[config.mk]
export PLATFORM = sky130hd
export DESIGN_NAME = rename_ctrl
export DESIGN_NICKNAME = d
export VERILOG_FILES = /design/src/rtl/rename_ctrl.sv
export SDC_FILE = /design/constraint.sdc
export NUM_CORES = 1
export LEC_CHECK = 0
export CORE_AREA = 3 3 73 75
export CTS_CLUSTER_SIZE = 8
export DETAILED_ROUTE_END_ITERATION = 16
export DIE_AREA = 0 0 76 78
export MAX_ROUTING_LAYER = met4
export PLACE_DENSITY = 0.79
export SYNTH_ARGS = -nofsm -noshare
export SYNTH_HDL_FRONTEND = slang
export SYNTH_SLANG_ARGS = --single-unit
[constraint.sdc]
create_clock -name clock -period 5.2 [get_ports clock]
set_input_delay 1.04 -clock clock [delete_from_list [all_inputs] [get_ports clock]]
set_output_delay 1.04 -clock clock [all_outputs]
set_load 0.02 [all_outputs]
[src/rtl/rename_ctrl.sv]
// Rename-stage sequencing: all-or-nothing group admission against free list / ROB,
// per-lane rename drive, one-entry dispatch register and mispredict recovery window.

module rename_ctrl_lane (
  input  logic clock,
  input  logic reset,
  input  logic fire,
  input  logic flush,
  input  logic drain,
  input  logic in_valid,
  input  logic in_rd_valid,
  output logic rename_en,
  output logic rd_valid,
  output logic out_valid
);
  assign rename_en = fire & in_valid;
  assign rd_valid  = fire & in_valid & in_rd_valid;

  // flush beats a new load, a new load beats a drain
  always_ff @(posedge clock or posedge reset)
    if (reset)      out_valid <= 1'b0;
    else if (flush) out_valid <= 1'b0;
    else if (fire)  out_valid <= in_valid;
    else if (drain) out_valid <= 1'b0;
endmodule

module rename_ctrl #(
  parameter int FW             = 4,
  parameter int PREG_NUM       = 64,
  parameter int ROB_NUM        = 32,
  parameter int RECOVER_CYCLES = 2
) (
  input  logic        clock,
  input  logic        reset,
  input  logic        io_in_valid_0,
  input  logic        io_in_valid_1,
  input  logic        io_in_valid_2,
  input  logic        io_in_valid_3,
  input  logic        io_in_rd_valid_0,
  input  logic        io_in_rd_valid_1,
  input  logic        io_in_rd_valid_2,
  input  logic        io_in_rd_valid_3,
  input  logic [6:0]  io_free_count,
  input  logic        io_free_list_empty,
  input  logic [5:0]  io_rob_free,
  input  logic        io_dispatch_ready,
  input  logic        io_predict_fail,
  output logic        io_in_ready,
  output logic        io_rename_en_0,
  output logic        io_rename_en_1,
  output logic        io_rename_en_2,
  output logic        io_rename_en_3,
  output logic        io_rd_valid_0,
  output logic        io_rd_valid_1,
  output logic        io_rd_valid_2,
  output logic        io_rd_valid_3,
  output logic        io_out_valid_0,
  output logic        io_out_valid_1,
  output logic        io_out_valid_2,
  output logic        io_out_valid_3,
  output logic        io_recovering,
  output logic [31:0] io_stall_cycles
);
  localparam int CW = (RECOVER_CYCLES > 1) ? $clog2(RECOVER_CYCLES) : 1;

  typedef struct packed {
    logic valid;
    logic rd_valid;
  } lane_req_t;

  typedef enum logic {RUN, RECOVER} state_t;

  state_t           state;
  logic [CW-1:0]    rcnt;
  lane_req_t [FW-1:0] req;
  logic [FW-1:0]    in_valid, rename_en, rd_valid, out_valid;
  logic [2:0]       need_preg, need_rob;
  logic             out_free, fire;

  assign req[0] = '{valid: io_in_valid_0, rd_valid: io_in_rd_valid_0};
  assign req[1] = '{valid: io_in_valid_1, rd_valid: io_in_rd_valid_1};
  assign req[2] = '{valid: io_in_valid_2, rd_valid: io_in_rd_valid_2};
  assign req[3] = '{valid: io_in_valid_3, rd_valid: io_in_rd_valid_3};

  always_comb begin
    need_preg = '0;
    need_rob  = '0;
    for (int i = 0; i < FW; i++) begin
      in_valid[i] = req[i].valid;
      need_preg   = need_preg + {2'b00, req[i].valid & req[i].rd_valid};
      need_rob    = need_rob  + {2'b00, req[i].valid};
    end
  end

  assign out_free    = ~(|out_valid) | io_dispatch_ready;
  assign io_in_ready = (state == RUN) & ~io_predict_fail & ~io_free_list_empty &
                       ({4'b0, need_preg} <= io_free_count) &
                       ({3'b0, need_rob} <= io_rob_free) & out_free;
  assign fire        = io_in_ready & (|in_valid);

  for (genvar g = 0; g < FW; g++) begin : g_lane
    rename_ctrl_lane u_lane (
      .clock       (clock),
      .reset       (reset),
      .fire        (fire),
      .flush       (io_predict_fail),
      .drain       (io_dispatch_ready),
      .in_valid    (req[g].valid),
      .in_rd_valid (req[g].rd_valid),
      .rename_en   (rename_en[g]),
      .rd_valid    (rd_valid[g]),
      .out_valid   (out_valid[g])
    );
  end

  assign {io_rename_en_3, io_rename_en_2, io_rename_en_1, io_rename_en_0} = rename_en;
  assign {io_rd_valid_3, io_rd_valid_2, io_rd_valid_1, io_rd_valid_0}     = rd_valid;
  assign {io_out_valid_3, io_out_valid_2, io_out_valid_1, io_out_valid_0} = out_valid;
  assign io_recovering = (state == RECOVER);

  // a fail seen while already recovering restarts the window
  always_ff @(posedge clock or posedge reset)
    if (reset) begin
      state <= RUN;
      rcnt  <= '0;
    end else begin
      case (state)
        RUN: if (io_predict_fail) begin
          state <= RECOVER;
          rcnt  <= CW'(RECOVER_CYCLES - 1);
        end
        RECOVER: begin
          if (io_predict_fail) rcnt  <= CW'(RECOVER_CYCLES - 1);
          else if (rcnt != '0) rcnt  <= rcnt - 1'b1;
          else                 state <= RUN;
        end
        default: state <= RUN;
      endcase
    end

  always_ff @(posedge clock or posedge reset)
    if (reset) io_stall_cycles <= '0;
    else if ((state == RUN) & ~io_predict_fail & (|in_valid) & ~io_in_ready)
      io_stall_cycles <= io_stall_cycles + 32'd1;
endmodule

==> results of run 1 <==
==> cells in the final DEF, fill, tap and decap left out, types with 2 or more instances in the layout <==
| cell type | count |
|---|---|
| a21o_1 | 6 |
| a21oi_1 | 2 |
| and2_1 | 6 |
| and3_1 | 10 |
| and4_1 | 5 |
| buf_2 | 2 |
| buf_4 | 14 |
| clkbuf_2 | 5 |
| clkbuf_8 | 6 |
| clkdlybuf4s50_1 | 61 |
| dfrtp_1 | 38 |
| fa_1 | 2 |
| ha_1 | 12 |
| inv_1 | 16 |
| nand2_1 | 6 |
| nand3_1 | 7 |
| nand3_2 | 6 |
| nand4_1 | 17 |
| nor2_1 | 10 |
| nor3_1 | 4 |
| nor3_2 | 4 |
| nor4_1 | 2 |
| nor4_4 | 2 |
| o21ai_0 | 2 |
| xnor2_1 | 22 |
| xor2_1 | 8 |
==> flip-flops by register name, summed over array words and instances (netlist names) <==
register,count
g_lane.u_lane.out_valid,4
rcnt,1
io_stall_cycles,32
io_recovering,1
==> routing by layer <==
| layer | up-vias | share of wire (%) | GRT usage, % |
|---|---|---|---|
| li1 | 886 | - | - |
| met1 | 832 | 43 | 23.3 |
| met2 | 44 | 51 | 31.7 |
| met3 | 6 | 4.0 | 4.41 |
| met4 | 0 | 1.3 | 4.89 |
| met5 | - | 0 | - |
==> where the power goes <==
part	internal [W]	switching, W
logic	0.0000906	0.0000848
clock network	0.000107	0.000105
registers	0.000316	0.0000309
==> worst reg2reg max path: stages, from the launching register on <==
cell	delay [ps]
dfrtp_1	440
ha_1	210
nand3_1	150
nor4_4	420
and4_1	380
nand4_1	140
xnor2_1	140
==> cell families after synthesis <==
| kind of cell | count (synthesis) | share of synthesized area (%) |
|---|---|---|
| and+or+nand+nor | 85 | 25.6 |
| DFF | 38 | 43.5 |
| xor gates and xnor gates | 31 | 12.8 |
| buffers and inverters | 22 | 4.87 |
| adders and majority gates | 14 | 8.71 |
| AOI/OAI and AO/OA | 12 | 4.01 |
| muxes | 1 | 0.515 |
==> cells in the mapped netlist (all sizes together) (2+ instances only) <==
library cell,n
dfrtp,38
xnor2,23
nand4,18
inv,17
nand3,13
ha,12
and3,10
nor2,10
nor3,8
xor2,8
nand2,7
a21o,6
and2,6
and4,6
buf,4
nor4,4
a21oi,2
fa,2
o21ai,2
==> through the flow <==
| step | worst slack, ps | hold slack [ps] | power (W) | instance area [um^2] | std cells |
|---|---|---|---|---|---|
| after global placement | -291 | 457 | 0.000526 | 3050 | 350 |
| after global routing | 3.83 | 505 | 0.000779 | 3120 | 358 |
| after CTS | -2.74 | 476 | 0.000743 | 3140 | 358 |
| final | 119 | 466 | 0.000734 | 3120 | 358 |
| after detailed placement | -366 | 466 | 0.000529 | 3050 | 350 |
| after floorplan | 439 | 450 | 0.000439 | 2180 | 203 |
==> worst max path at each step <==
stage	start	end
after CTS	io_in_valid_0	io_rename_en_0
after global routing	io_in_valid_3	io_rd_valid_0
after detailed placement	io_in_valid_0	io_rd_valid_0
after global placement	io_in_valid_0	io_rename_en_1
final	io_in_valid_0	io_rd_valid_0
after floorplan	io_in_valid_0	io_rd_valid_0
==> final cells by class <==
cell class,instances,area (um^2)
Fill cell,394,1610
Multi-Input combinational cell,143,1140
Sequential cell,38,951
Timing Repair Buffer,85,782
Tap cell,67,83.8
Clock buffer,6,82.6
Inverter,17,63.8
Clock inverter,2,12.5
==> repair_timing <==
item,4_1_cts,5_1_grt
endpoints found under the setup margin,9,9
pin swaps,0,1
gates resized for setup,18,14
gates cloned,0,0
==> results.py, run 1 <==
metrics = {
    "outcome": {
        "outcome": "completed",
    },
    "sta": {
        "setup_viol": 0,
        "rsz0062_at_grt": "no",
        "skew_ps": 6.62,
        "max_freq_mhz": 197,
        "min_period_ps": 5080,
        "tightest_slew_ps": 763,
        "slew_viol_final": 0,
        "relSlewSlack_pct": 49.0,
        "post-route-period-util_pct": 97.7,
        "fin_tns_setup_ps": 0,
        "hold_violations": 0,
    },
    "power_and_ir_drop": {
        "p_leak_nw": 1.52,
        "p_per_area_nw_per_um2": 236,
        "peakVddDrop_mv": 0.251,
    },
    "floorplan": {
        "die_h_um": 78,
        "start_util_pct": 46.3,
        "pin_count": 72,
        "die_w_um": 76,
        "die-area_um2": 5930,
        "core_area_um2": 4720,
        "row_count": 25,
    },
    "synthesis": {
        "synth_warnings": 0,
        "yosysTopAreaCellShare_pct": 43.5,
        "synthDistinctLibCells": 36,
        "async_flop_share_pct": 100,
        "synthTopCellsByArea": "dfrtp_1 (44%), xnor2_1 (8.8%), ha_1 (6.9%), nand4_1 (4.9%), xor2_1 (3.2%)",
        "synth.avg_cell_area_um2": 10.8,
        "synth_seq_cells": 38,
        "synthCells": 203,
        "syn_nets": 243,
        "synth_edf_count": 0,
        "yosysTopAreaCell": "dfrtp_1",
        "yosysSeqAreaShare_pct": 43.5,
        "ys.flop_type": "dfrtp_1",
        "synthesis.area_um2": 2180,
    },
    "placed_design": {
        "place.gp.congestion": 0.785,
        "post-dp-hpwl_um": 3920,
        "port_buffers": 71,
    },
    "global_route": {
        "grt_max_degree": 39,
        "grtUsageTotal_pct": 19.0,
        "grt_pass1_vias": 1805,
        "grt-ovfl-total": 0,
        "antenna_found_initial": 0,
        "grt_pass1_wl_um": 8770,
    },
    "route": {
        "antenna_left": 0,
        "vias_per_cell": 4.94,
        "drcViolationCount": 0,
        "drt_wl_total_um": 5030,
        "first_iter_violations": 61,
        "wl_per_cell_um": 14.1,
        "dr.pass1.iters": 4,
        "vias": 1768,
    },
    "critical_path": {
        "critPathMaxFanout": 6,
        "cp_common_cell": "ha_1",
        "critPathMaxStageDelay_ps": 530,
        "cp_top_family": "adder cells",
        "worst_ep_required_time_ps": 4160,
        "crit_path_end_kind": "output port",
        "reg2reg_slack_ps": 3200,
        "crit_cells": 13,
        "reg2reg_to": "io_stall_cycles[24]",
        "r2r-start": "io_stall_cycles[0]",
        "worst-r2r-cell-count": 6,
        "path_cells": "clkdlybuf4s50_1 > nand2_1 > fa_1 > inv_1 > ha_1 > ha_1 > ha_1 > and3_1 > a211oi_2 > a211o_2 > buf_4 > nor3_1 > buf_2",
        "crit_type": "in2out",
        "cpMaxStageDelayCell": "fa_1",
        "cp_data_arrival_time_ps": 4040,
        "path_buf_inv": 4,
        "start_kind": "input pin",
    },
    "worst_hold_path": {
        "hp-start": "io_stall_cycles[31]",
        "whs_path_depth": 1,
        "holdPathEnd": "io_stall_cycles[31]",
        "worstHoldPathType": "reg2reg",
    },
    "cts": {
        "ctsHoldBuffers": 0,
        "cts_tree": "yes",
        "clk_path_buf_depth": 2,
        "cts.clk_slew.worst_paths_ps": 80,
        "root_buffer": "clkbuf_8",
        "post_cts_buffers": 0,
        "insertion_delay_ps": 290,
        "htreeDepth": 2,
        "clock_sinks": 38,
        "numCtsBuffers": 5,
    },
    "finish": {
        "antennaDiodeCount": 0,
        "final_nets": 330,
        "fin_util_pct": 66.0,
        "drive_gt1_share_pct": 16.8,
        "syn2layout_area_growth_pct": 42.6,
    },
    "run": {
        "maxCapViolations": 0,
    },
}
Note: power is estimated with default switching activity, not from simulation.
==> inputs of run 2 (changes only) <==
--- a/config.mk
+++ b/config.mk
@@ -9,6 +9,7 @@
 export CTS_CLUSTER_SIZE = 8
 export DETAILED_ROUTE_END_ITERATION = 16
 export DIE_AREA = 0 0 76 78
+export GPL_ROUTABILITY_DRIVEN = 0
 export MAX_ROUTING_LAYER = met4
 export PLACE_DENSITY = 0.79
 export SYNTH_ARGS = -nofsm -noshare
==> results of run 2 <==
Same layout as run 1: the final DEF is identical, and so are final timing and power.
